**src/rtl/instr_pair_encoder_if.sv**
```systemverilog
// Field-bundle input stream and IMEM pair-write port of instr_pair_encoder.
// slave  : the encoder side (consumes bundles, drives the pair write).
// master : the producer / IMEM side (drives bundles and mem_ready).
interface instr_pair_encoder_if #(
    parameter int ADDR_W = 8
);
    logic              in_valid;
    logic              in_ready;
    logic [6:0]        in_op;
    logic [4:0]        in_rd;
    logic [4:0]        in_rs1;
    logic [4:0]        in_rs2;
    logic [2:0]        in_funct3;
    logic [6:0]        in_funct7;
    logic [11:0]       in_imm12;
    logic [19:0]       in_imm20;
    logic              mem_we;
    logic              mem_ready;
    logic [ADDR_W-1:0] mem_addr;
    logic [31:0]       mem_data_a;
    logic [31:0]       mem_data_b;

    modport master (
        output in_valid, in_op, in_rd, in_rs1, in_rs2, in_funct3, in_funct7,
               in_imm12, in_imm20, mem_ready,
        input  in_ready, mem_we, mem_addr, mem_data_a, mem_data_b
    );

    modport slave (
        input  in_valid, in_op, in_rd, in_rs1, in_rs2, in_funct3, in_funct7,
               in_imm12, in_imm20, mem_ready,
        output in_ready, mem_we, mem_addr, mem_data_a, mem_data_b
    );
endinterface

```
**src/rtl/instr_pair_encoder.sv**
```systemverilog
// instr_pair_encoder: re-encodes decoded instruction fields into 32-bit
// RISC-V words, packs consecutive words into A/B pairs and writes each pair
// to the dual-issue IMEM through a valid/ready port.
// Optional macro ENC_SELFCHECK_EN: re-decodes every encoded word and sets a
// sticky selfcheck_err on any round-trip mismatch. Without it the check
// logic is absent and selfcheck_err is tied low.
module instr_pair_encoder #(
    parameter int          ADDR_W   = 8,
    parameter logic [31:0] NOP_WORD = 32'h00000013
) (
    input  logic                clk,
    input  logic                rst_n,
    instr_pair_encoder_if.slave bus,
    input  logic                flush,
    output logic                flush_done,
    output logic [15:0]         illegal_cnt,
    output logic                selfcheck_err
);
    localparam logic [6:0] OP_R    = 7'b0110011;
    localparam logic [6:0] OP_I    = 7'b0010011;
    localparam logic [6:0] OP_LOAD = 7'b0000011;
    localparam logic [6:0] OP_S    = 7'b0100011;
    localparam logic [6:0] OP_B    = 7'b1100011;
    localparam logic [6:0] OP_JAL  = 7'b1101111;

    localparam logic [0:0] ST_EMPTY  = 1'b0;
    localparam logic [0:0] ST_HAVE_A = 1'b1;

    logic [31:0]       enc_word;
    logic              enc_legal;

    logic              s1_valid_reg;
    logic [31:0]       s1_word_reg;
    logic [0:0]        state_reg;
    logic [31:0]       slot_a_reg;
    logic              mem_we_reg;
    logic [ADDR_W-1:0] mem_addr_reg;
    logic [31:0]       data_a_reg;
    logic [31:0]       data_b_reg;
    logic              flush_pend_reg;
    logic              pad_wait_reg;
    logic              flush_done_reg;
    logic [15:0]       illegal_cnt_reg;

    logic accept;
    logic in_ready_int;
    logic out_free;
    logic mem_fire;
    logic s1_take;
    logic pair_load;
    logic flush_idle;
    logic pad_load;
    logic empty_done;
    logic pad_done;

    // Output register can take a new pair when idle or when its pair leaves now.
    assign out_free   = !mem_we_reg || bus.mem_ready;
    assign mem_fire   = mem_we_reg && bus.mem_ready;
    // S1 always moves into slot A when the packer is empty; into slot B only
    // when the output register can take the completed pair.
    assign s1_take    = s1_valid_reg && ((state_reg == ST_EMPTY) || out_free);
    assign pair_load  = s1_valid_reg && (state_reg == ST_HAVE_A) && out_free;
    // A pending flush acts only once S1 has drained into the packer.
    assign flush_idle = flush_pend_reg && !s1_valid_reg;
    assign pad_load   = flush_idle && (state_reg == ST_HAVE_A) && out_free;
    assign empty_done = flush_idle && (state_reg == ST_EMPTY) && !pad_wait_reg;
    assign pad_done   = pad_wait_reg && mem_fire;

    assign in_ready_int = !flush_pend_reg && (!s1_valid_reg || s1_take);
    assign accept       = bus.in_valid && in_ready_int;

    assign bus.in_ready   = in_ready_int;
    assign bus.mem_we     = mem_we_reg;
    assign bus.mem_addr   = mem_addr_reg;
    assign bus.mem_data_a = data_a_reg;
    assign bus.mem_data_b = data_b_reg;
    assign flush_done     = flush_done_reg;
    assign illegal_cnt    = illegal_cnt_reg;

    // Field bundle to RISC-V word; immediates arrive in decode-function order.
    always_comb begin
        enc_word  = NOP_WORD;
        enc_legal = 1'b1;
        case (bus.in_op)
            OP_R:         enc_word = {bus.in_funct7, bus.in_rs2, bus.in_rs1,
                                      bus.in_funct3, bus.in_rd, bus.in_op};
            OP_LOAD, OP_I: enc_word = {bus.in_imm12, bus.in_rs1, bus.in_funct3,
                                       bus.in_rd, bus.in_op};
            OP_S:         enc_word = {bus.in_imm12[11:5], bus.in_rs2, bus.in_rs1,
                                      bus.in_funct3, bus.in_imm12[4:0], bus.in_op};
            OP_B:         enc_word = {bus.in_imm12[11], bus.in_imm12[9:4],
                                      bus.in_rs2, bus.in_rs1, bus.in_funct3,
                                      bus.in_imm12[3:0], bus.in_imm12[10], bus.in_op};
            OP_JAL:       enc_word = {bus.in_imm20[19], bus.in_imm20[10:0],
                                      bus.in_imm20[11], bus.in_imm20[18:12],
                                      bus.in_rd, bus.in_op};
            default:      enc_legal = 1'b0;
        endcase
    end

    // Stage-1 register: holds one encoded word until the packer takes it.
    always_ff @(posedge clk or negedge rst_n) begin
        if (!rst_n) begin
            s1_valid_reg <= 1'b0;
            s1_word_reg  <= '0;
        end else if (accept) begin
            s1_valid_reg <= 1'b1;
            s1_word_reg  <= enc_word;
        end else if (s1_take) begin
            s1_valid_reg <= 1'b0;
        end
    end

    // Packer FSM: first word of a pair parks in slot A, second completes it.
    always_ff @(posedge clk or negedge rst_n) begin
        if (!rst_n) begin
            state_reg  <= ST_EMPTY;
            slot_a_reg <= '0;
        end else begin
            case (state_reg)
                ST_EMPTY: begin
                    if (s1_valid_reg) begin
                        slot_a_reg <= s1_word_reg;
                        state_reg  <= ST_HAVE_A;
                    end
                end
                default: begin
                    if (pair_load || pad_load)
                        state_reg <= ST_EMPTY;
                end
            endcase
        end
    end

    // Output register: holds a pair stable until IMEM accepts it.
    always_ff @(posedge clk or negedge rst_n) begin
        if (!rst_n) begin
            mem_we_reg   <= 1'b0;
            mem_addr_reg <= '0;
            data_a_reg   <= '0;
            data_b_reg   <= '0;
        end else begin
            if (pair_load || pad_load) begin
                mem_we_reg <= 1'b1;
                data_a_reg <= slot_a_reg;
                data_b_reg <= pad_load ? NOP_WORD : s1_word_reg;
            end else if (mem_fire) begin
                mem_we_reg <= 1'b0;
            end
            // Pair index wraps naturally at 2^ADDR_W.
            if (mem_fire)
                mem_addr_reg <= mem_addr_reg + ADDR_W'(1);
        end
    end

    // Flush tracking: pending flag, wait for the padded write, done pulse.
    always_ff @(posedge clk or negedge rst_n) begin
        if (!rst_n) begin
            flush_pend_reg <= 1'b0;
            pad_wait_reg   <= 1'b0;
            flush_done_reg <= 1'b0;
        end else begin
            if (flush)
                flush_pend_reg <= 1'b1;
            else if (empty_done || pad_done)
                flush_pend_reg <= 1'b0;

            if (pad_load)
                pad_wait_reg <= 1'b1;
            else if (mem_fire)
                pad_wait_reg <= 1'b0;

            flush_done_reg <= empty_done || pad_done;
        end
    end

    // Saturating count of bundles accepted with an unsupported opcode.
    always_ff @(posedge clk or negedge rst_n) begin
        if (!rst_n)
            illegal_cnt_reg <= '0;
        else if (accept && !enc_legal && (illegal_cnt_reg != 16'hFFFF))
            illegal_cnt_reg <= illegal_cnt_reg + 16'd1;
    end

`ifdef ENC_SELFCHECK_EN
    logic [6:0]  s1_op_reg;
    logic [4:0]  s1_rd_reg;
    logic [4:0]  s1_rs1_reg;
    logic [4:0]  s1_rs2_reg;
    logic [2:0]  s1_f3_reg;
    logic [6:0]  s1_f7_reg;
    logic [11:0] s1_imm12_reg;
    logic [19:0] s1_imm20_reg;
    logic        s1_legal_reg;
    logic        selfcheck_err_reg;

    logic [4:0]  dec_rd,  exp_rd;
    logic [4:0]  dec_rs1, exp_rs1;
    logic [4:0]  dec_rs2, exp_rs2;
    logic [2:0]  dec_f3,  exp_f3;
    logic [6:0]  dec_f7,  exp_f7;
    logic [11:0] dec_imm12, exp_imm12;
    logic [19:0] dec_imm20, exp_imm20;
    logic        sc_mismatch;

    // Source fields travel with the S1 word so it can be checked in place.
    always_ff @(posedge clk or negedge rst_n) begin
        if (!rst_n) begin
            s1_op_reg    <= '0;
            s1_rd_reg    <= '0;
            s1_rs1_reg   <= '0;
            s1_rs2_reg   <= '0;
            s1_f3_reg    <= '0;
            s1_f7_reg    <= '0;
            s1_imm12_reg <= '0;
            s1_imm20_reg <= '0;
            s1_legal_reg <= 1'b0;
        end else if (accept) begin
            s1_op_reg    <= bus.in_op;
            s1_rd_reg    <= bus.in_rd;
            s1_rs1_reg   <= bus.in_rs1;
            s1_rs2_reg   <= bus.in_rs2;
            s1_f3_reg    <= bus.in_funct3;
            s1_f7_reg    <= bus.in_funct7;
            s1_imm12_reg <= bus.in_imm12;
            s1_imm20_reg <= bus.in_imm20;
            s1_legal_reg <= enc_legal;
        end
    end

    // Re-decode the S1 word; fields unused by the opcode are zero on both sides.
    always_comb begin
        dec_rd = '0; dec_rs1 = '0; dec_rs2 = '0; dec_f3 = '0; dec_f7 = '0;
        dec_imm12 = '0; dec_imm20 = '0;
        exp_rd = '0; exp_rs1 = '0; exp_rs2 = '0; exp_f3 = '0; exp_f7 = '0;
        exp_imm12 = '0; exp_imm20 = '0;
        case (s1_op_reg)
            OP_R: begin
                dec_rd  = s1_word_reg[11:7];  exp_rd  = s1_rd_reg;
                dec_rs1 = s1_word_reg[19:15]; exp_rs1 = s1_rs1_reg;
                dec_rs2 = s1_word_reg[24:20]; exp_rs2 = s1_rs2_reg;
                dec_f3  = s1_word_reg[14:12]; exp_f3  = s1_f3_reg;
                dec_f7  = s1_word_reg[31:25]; exp_f7  = s1_f7_reg;
            end
            OP_LOAD, OP_I: begin
                dec_rd    = s1_word_reg[11:7];  exp_rd    = s1_rd_reg;
                dec_rs1   = s1_word_reg[19:15]; exp_rs1   = s1_rs1_reg;
                dec_f3    = s1_word_reg[14:12]; exp_f3    = s1_f3_reg;
                dec_imm12 = s1_word_reg[31:20]; exp_imm12 = s1_imm12_reg;
            end
            OP_S: begin
                dec_rs1   = s1_word_reg[19:15]; exp_rs1 = s1_rs1_reg;
                dec_rs2   = s1_word_reg[24:20]; exp_rs2 = s1_rs2_reg;
                dec_f3    = s1_word_reg[14:12]; exp_f3  = s1_f3_reg;
                dec_imm12 = {s1_word_reg[31:25], s1_word_reg[11:7]};
                exp_imm12 = s1_imm12_reg;
            end
            OP_B: begin
                dec_rs1   = s1_word_reg[19:15]; exp_rs1 = s1_rs1_reg;
                dec_rs2   = s1_word_reg[24:20]; exp_rs2 = s1_rs2_reg;
                dec_f3    = s1_word_reg[14:12]; exp_f3  = s1_f3_reg;
                dec_imm12 = {s1_word_reg[31], s1_word_reg[7],
                             s1_word_reg[30:25], s1_word_reg[11:8]};
                exp_imm12 = s1_imm12_reg;
            end
            OP_JAL: begin
                dec_rd    = s1_word_reg[11:7]; exp_rd = s1_rd_reg;
                dec_imm20 = {s1_word_reg[31], s1_word_reg[18:12],
                             s1_word_reg[19], s1_word_reg[30:20]};
                exp_imm20 = s1_imm20_reg;
            end
            default: ;
        endcase
        sc_mismatch = ({s1_word_reg[6:0], dec_rd, dec_rs1, dec_rs2, dec_f3,
                        dec_f7, dec_imm12, dec_imm20} !=
                       {s1_op_reg, exp_rd, exp_rs1, exp_rs2, exp_f3,
                        exp_f7, exp_imm12, exp_imm20});
    end

    // Sticky round-trip error; illegal opcodes are not checked.
    always_ff @(posedge clk or negedge rst_n) begin
        if (!rst_n)
            selfcheck_err_reg <= 1'b0;
        else if (s1_valid_reg && s1_legal_reg && sc_mismatch)
            selfcheck_err_reg <= 1'b1;
    end

    assign selfcheck_err = selfcheck_err_reg;
`else
    assign selfcheck_err = 1'b0;
`endif

endmodule

```
**src/flat_wrapper.sv**
```systemverilog
// flat-port wrapper written by rule: the top's interface ports become plain ports
module instr_pair_encoder_flat 
#(
    parameter int          ADDR_W   = 8,
    parameter logic [31:0] NOP_WORD = 32'h00000013
)
  (clk, rst_n, flush, flush_done, illegal_cnt, selfcheck_err, bus_in_valid, bus_in_op, bus_in_rd, bus_in_rs1, bus_in_rs2, bus_in_funct3, bus_in_funct7, bus_in_imm12, bus_in_imm20, bus_mem_ready, bus_in_ready, bus_mem_we, bus_mem_addr, bus_mem_data_a, bus_mem_data_b);
  instr_pair_encoder_if #(.ADDR_W(ADDR_W)) bus_i ();
  input  logic clk;
  input  logic rst_n;
  input  logic flush;
  output logic flush_done;
  output logic [15:0] illegal_cnt;
  output logic selfcheck_err;
  input wire logic [$bits(bus_i.in_valid)-1:0] bus_in_valid;
  input wire logic [$bits(bus_i.in_op)-1:0] bus_in_op;
  input wire logic [$bits(bus_i.in_rd)-1:0] bus_in_rd;
  input wire logic [$bits(bus_i.in_rs1)-1:0] bus_in_rs1;
  input wire logic [$bits(bus_i.in_rs2)-1:0] bus_in_rs2;
  input wire logic [$bits(bus_i.in_funct3)-1:0] bus_in_funct3;
  input wire logic [$bits(bus_i.in_funct7)-1:0] bus_in_funct7;
  input wire logic [$bits(bus_i.in_imm12)-1:0] bus_in_imm12;
  input wire logic [$bits(bus_i.in_imm20)-1:0] bus_in_imm20;
  input wire logic [$bits(bus_i.mem_ready)-1:0] bus_mem_ready;
  output wire logic [$bits(bus_i.in_ready)-1:0] bus_in_ready;
  output wire logic [$bits(bus_i.mem_we)-1:0] bus_mem_we;
  output wire logic [$bits(bus_i.mem_addr)-1:0] bus_mem_addr;
  output wire logic [$bits(bus_i.mem_data_a)-1:0] bus_mem_data_a;
  output wire logic [$bits(bus_i.mem_data_b)-1:0] bus_mem_data_b;
  assign bus_i.in_valid = bus_in_valid;
  assign bus_i.in_op = bus_in_op;
  assign bus_i.in_rd = bus_in_rd;
  assign bus_i.in_rs1 = bus_in_rs1;
  assign bus_i.in_rs2 = bus_in_rs2;
  assign bus_i.in_funct3 = bus_in_funct3;
  assign bus_i.in_funct7 = bus_in_funct7;
  assign bus_i.in_imm12 = bus_in_imm12;
  assign bus_i.in_imm20 = bus_in_imm20;
  assign bus_i.mem_ready = bus_mem_ready;
  assign bus_in_ready = bus_i.in_ready;
  assign bus_mem_we = bus_i.mem_we;
  assign bus_mem_addr = bus_i.mem_addr;
  assign bus_mem_data_a = bus_i.mem_data_a;
  assign bus_mem_data_b = bus_i.mem_data_b;
  instr_pair_encoder #(.ADDR_W(ADDR_W), .NOP_WORD(NOP_WORD)) u_core (.clk(clk), .rst_n(rst_n), .bus(bus_i), .flush(flush), .flush_done(flush_done), .illegal_cnt(illegal_cnt), .selfcheck_err(selfcheck_err));
endmodule
```
**config.mk**
```make
export PLATFORM = sky130hd
export DESIGN_NAME = instr_pair_encoder_flat
export DESIGN_NICKNAME = d
export VERILOG_FILES = /design/src/rtl/instr_pair_encoder_if.sv /design/src/rtl/instr_pair_encoder.sv /design/src/flat_wrapper.sv
export SDC_FILE = /design/constraint.sdc
export NUM_CORES = 1
export LEC_CHECK = 0
export ABC_CLOCK_PERIOD_IN_PS = 2000
export BUFFER_PORTS_ARGS = -buffer_cell sky130_fd_sc_hd__buf_2
export CAP_MARGIN = 25
export CORE_ASPECT_RATIO = 0.7
export CORE_MARGIN = 10
export CORE_UTILIZATION = 55
export CTS_BUF_LIST = sky130_fd_sc_hd__clkbuf_4 sky130_fd_sc_hd__clkbuf_8
export DETAILED_ROUTE_END_ITERATION = 10
export PLACE_DENSITY = 0.82
export REMOVE_ABC_BUFFERS = 1
export SYNTH_ARGS = -nofsm -noshare
export SYNTH_HDL_FRONTEND = slang
export SYNTH_SLANG_ARGS = --single-unit
```
**constraint.sdc**
```tcl
create_clock -name clk -period 2 [get_ports clk]
set_input_delay 0.3 -clock clk [delete_from_list [all_inputs] [get_ports clk]]
set_output_delay 0.3 -clock clk [all_outputs]
set_load 0.05 [all_outputs]
```
======== Word level (Yosys, flattened, before mapping) ========
Cells that the tools add are included.
word-level totals
  register bits ........................... 158
  input port bits ......................... 69
  output and inout port bits .............. 92
  word-level logic and storage cells ...... 66
cells by class
  add/subtract/negate cells ............... 2
  equality and inequality tests ........... 7
  muxes and demuxes ....................... 13
  bitwise operators ....................... 1
  reduce and logical (&&, ||, !) cells .... 31
operator list
  operator                 count
  $pmux W32 S5             1
  $mux W32                 1
  $add A16 B1 Y16 const B  1
  $ne A16 B16 Y1 const B   1
  $eq A7 B6 Y1 const B     2
  $eq A7 B7 Y1 const B     2
  $logic_and A1 B1 Y1      14
  $mux W1                  11
  $add A8 B1 Y8 const B    1
  $reduce_bool A2 Y1       4
  $eq A7 B2 Y1 const B     1
  $eq A7 B5 Y1 const B     1
  $reduce_or A6 Y1         1
  $logic_not A1 Y1         5
  $logic_or A1 B1 Y1       5
  $reduce_and A2 Y1        1
  $reduce_or A2 Y1         1
  $not A1 Y1               1

======== Logic depth before layout (Yosys ltp) ========
  depth after elaboration ................. 9
  depth in mapped cells ................... 7

======== Worst setup path before layout ========
Ideal clock, no wire load.
  path type ............................... reg2reg
  start point ............................. register u_core.illegal_cnt_reg[0] (netlist: u_core.illegal_cnt[0])
  end point ............................... register u_core.illegal_cnt_reg[1] (netlist: u_core.illegal_cnt[1])
  library setup time ...................... 0.127 ns
  arrival time ............................ 1.962 ns
  data required time ...................... 1.873 ns
  path slack .............................. -0.089 ns
  stages on the path, launching flop included .. 6
  cell sequence ........................... dfrtp_1 -> ha_1 -> nand3_1 -> nor4_4 -> a311oi_4 -> mux2_1
on the way
  word-level cells in the longest chain between the ends .. 2
  elaborated cells on any way between the ends .. 3
ends and longest elaborated chain
  what                                                     line                       RTL
  start: declaration                                       instr_pair_encoder.sv:43   logic [15:0] illegal_cnt_reg;
  start signal: assignment                                 instr_pair_encoder.sv:182  illegal_cnt_reg <= illegal_cnt_reg + 16'd1;
  branches (longest 2 deep; another with $add A16 B1 Y16)  --
Parallel ways; which one is timed is not known.
A chain may end at the register's enable or synchronous reset.

======== Worst setup path in the final report ========
  start point ............................. register u_core.illegal_cnt_reg[0] (netlist: u_core.illegal_cnt[0])
  end point ............................... register u_core.illegal_cnt_reg[6] (netlist: u_core.illegal_cnt[6])
Same word-level chain as after synthesis.

==> flow_metrics.env <==
export IMPL_status="completed"
export IMPL_grt_pass1_wl_um=27500
export IMPL_hold_violations=0
export IMPL_cp_arrival_ns=2.25
export IMPL_clock_power_share_pct=26.9
export IMPL_worstHoldPathType="in -> reg"
export IMPL_power_frac_seq_pct=44.0
export IMPL_first_global_vias=5385
export IMPL_synthTopCellsByCount="158 x dfrtp_1, 129 x nand2_1, 40 x a22o_1"
export IMPL_die_y_um=112
export IMPL_clock_sinks=158
export IMPL_diodes=0
export IMPL_drv_slew=0
export IMPL_area_growth_pct=22.2
export IMPL_setup_viol=0
export IMPL_p_int_mw=5.32
export IMPL_synth_largest_area_cell="dfrtp_1"
export IMPL_ys_async_sr_fraction_pct=100
export IMPL_ys_seq_area_share_pct=59.6
export IMPL_multi_input_comb_area_sq_um=2490
export IMPL_drive_above_1_share_pct=30.7
export IMPL_rows=33
export IMPL_core_area_sq_um=11800
export IMPL_required_ns=2.34
export IMPL_track_usage_pct=20.5
export IMPL_ir_drop_uv=1240
export IMPL_cellPowerDensity_nw_per_um2=1080
export IMPL_synth_cell_types=55
export IMPL_antenna_left=0
export IMPL_initial_core_util_pct=56.3
export IMPL_wirelength_um=17300
export IMPL_instances_no_fill=905
export IMPL_die_w_um=151
export IMPL_syn_area_sq_um=6630
export IMPL_h_tree_depth=4
export IMPL_antenna_found_initial=0
export IMPL_period_share_pct=95.8
export IMPL_cts_tree="done"
export IMPL_min_period_ns=1.92
export IMPL_cts_buffers=17
export IMPL_drc_errors=0
export IMPL_crit_type="reg -> reg"
export IMPL_synth_top_cell_area_share_pct=59.6
export IMPL_die_area_sq_um=16900
export IMPL_combPwrFrac_pct=29.1
export IMPL_yosysMostFrequentCell="dfrtp_1"
export IMPL_switchingPower_mw=3.41
export IMPL_clk_latency_ns=0.45
export IMPL_num_vias=5105
export IMPL_synth_edff_count=0
export IMPL_ys_ff_latch=158
export IMPL_p_sw_share_pct=39.1
export IMPL_ys_top_cells_by_area="dfrtp_1 60%, nand2_1 7.3%, a22o_1 5.3%"
export IMPL_viasPerCell=5.64
export IMPL_avgSynthCellArea_sq_um=11.6
export IMPL_numPlacedInstances=870
export IMPL_synth_warnings=0
export IMPL_portBuffers=159
export IMPL_cts_root_buf="clkbuf_8"
export IMPL_drt_pass1_iter_count=5
export IMPL_cp_start_kind="register"
export IMPL_drv_cap=0
export IMPL_seqCellArea_sq_um=3960
export IMPL_ys_flop_type="dfrtp_1"
export IMPL_path_clk_slew_ns=0.09
export IMPL_dp_hpwl_um=12500
export IMPL_ios=161
export IMPL_utilization_pct=68.9
export IMPL_nFillCells=870
export IMPL_nNetsFinal=806
export IMPL_routedWlPerCell_um=19.1
export IMPL_pre_cts_ws_ns=0.147
export IMPL_leakage_nw=4.32
export IMPL_fin_ws_ns=0.0839
export IMPL_cts_max_path_buffers=2
export IMPL_cp_max_fo=7
export IMPL_crit_path_end_kind="register"
export IMPL_syn_inst=571
export IMPL_skew_ns=0.0152
export IMPL_first_iter_violations=304
export IMPL_gr_total_overflow=0
export IMPL_max_clock_freq_ghz=0.522
export IMPL_grt_max_degree=63
export IMPL_gp_congestion=0.901
==> logic make-up (layout without fill, tap and decap cells) <==
logic type | after synthesis | count (layout) | synth area share [%]
multiplexers | 48 | 48 | 7.93
XOR/XNOR | 20 | 20 | 2.64
adder cells (fa/ha/maj) | 2 | 2 | 0.377
flip-flops | 158 | 158 | 59.6
AND/OR/NAND/NOR | 191 | 191 | 13.6
buffers and inverters | 42 | 219 | 2.81
AO/OA/AOI/OAI | 109 | 109 | 12.9
other | 1 | 1 | 0.0566
==> power groups by stage <==
stage          registers [mW]  logic, mW  clock network, mW
2_1_floorplan            4.62      0.878                  0
3_3_place_gp             3.87       2.52                  0
3_5_place_dp             3.90       2.57                  0
4_1_cts                  3.84       2.58               2.40
5_1_grt                  3.90       2.74               2.54
6_report                 3.85       2.54               2.35
==> cell type report <==
type,count,area share (%)
clock buffers,18,3.06
clock inverters,14,1.81
inverters,10,0.463
multi-input cells,371,30.8
flip-flops and latches,158,48.8
well taps,157,2.42
repair buffers,177,12.7
==> critical path, stage by stage (launching register included) <==
cell and delay [ns]:
dfrtp_2 0.45, ha_1 0.23, nand3_1 0.17, nor4_4 0.08, buf_4 0.15, a311oi_4 0.27, buf_4 0.20, nand4_1 0.12
xnor2_1 0.14
==> placed cells by master (no fill, tap or decap), types with 14 or more instances in the layout <==
| master | count |
|---|---|
| dfrtp_1 | 157 |
| clkbuf_8 | 18 |
| o21ai_1 | 15 |
| nand2_1 | 129 |
| a22o_1 | 40 |
| buf_2 | 158 |
| xnor2_1 | 14 |
| mux2_1 | 30 |
| a22oi_1 | 15 |
==> routing by layer <==
metal / global-route usage [%] / up-vias / routed length [um]
met5: 0 / - / 0
met4: 7.17 / 0 / 315
met3: 6.07 / 26 / 1370
met2: 34.5 / 187 / 8690
met1: 24.3 / 2549 / 6950
li1: - / 2343 / -
==> through the flow <==
stage / hold slack, ns / setup TNS, ns / area, sq um / total power [mW]
after floorplan: 0.00441 / -68.47 / 6480 / 5.50
final: 0.0595 / 0 / 8100 / 8.74
after global placement: 0.251 / 0 / 7680 / 6.39
after global routing: 0.0408 / -0.0219 / 8100 / 9.18
after CTS: 0.0259 / 0 / 8090 / 8.82
after detailed placement: 0.251 / 0 / 7680 / 6.47
==> final timing paths <==
check	from	end	slack (ns)	depth (start not counted)
setup / recovery	u_core.illegal_cnt[0]	u_core.illegal_cnt[6]	0.08	8
max in group asynchronous	rst_n	u_core.illegal_cnt[0]	0.98	3
min in group asynchronous	rst_n	u_core.bus.mem_data_a[13]	0.32	2
setup reg to reg	u_core.illegal_cnt[0]	u_core.illegal_cnt[6]	0.08	8
hold / removal	flush	u_core.flush_pend_reg	0.06	2
hold reg to reg	u_core.slot_a_reg[29]	u_core.bus.mem_data_a[29]	0.47	2
==> timing repair <==
item	CTS	global route
hold buffers	1	0
setup buffers	0	2
endpoints found under the hold margin	39	0
gates resized for setup	0	1
setup endpoints to repair	0	3
(Power assumes the default switching activity.)
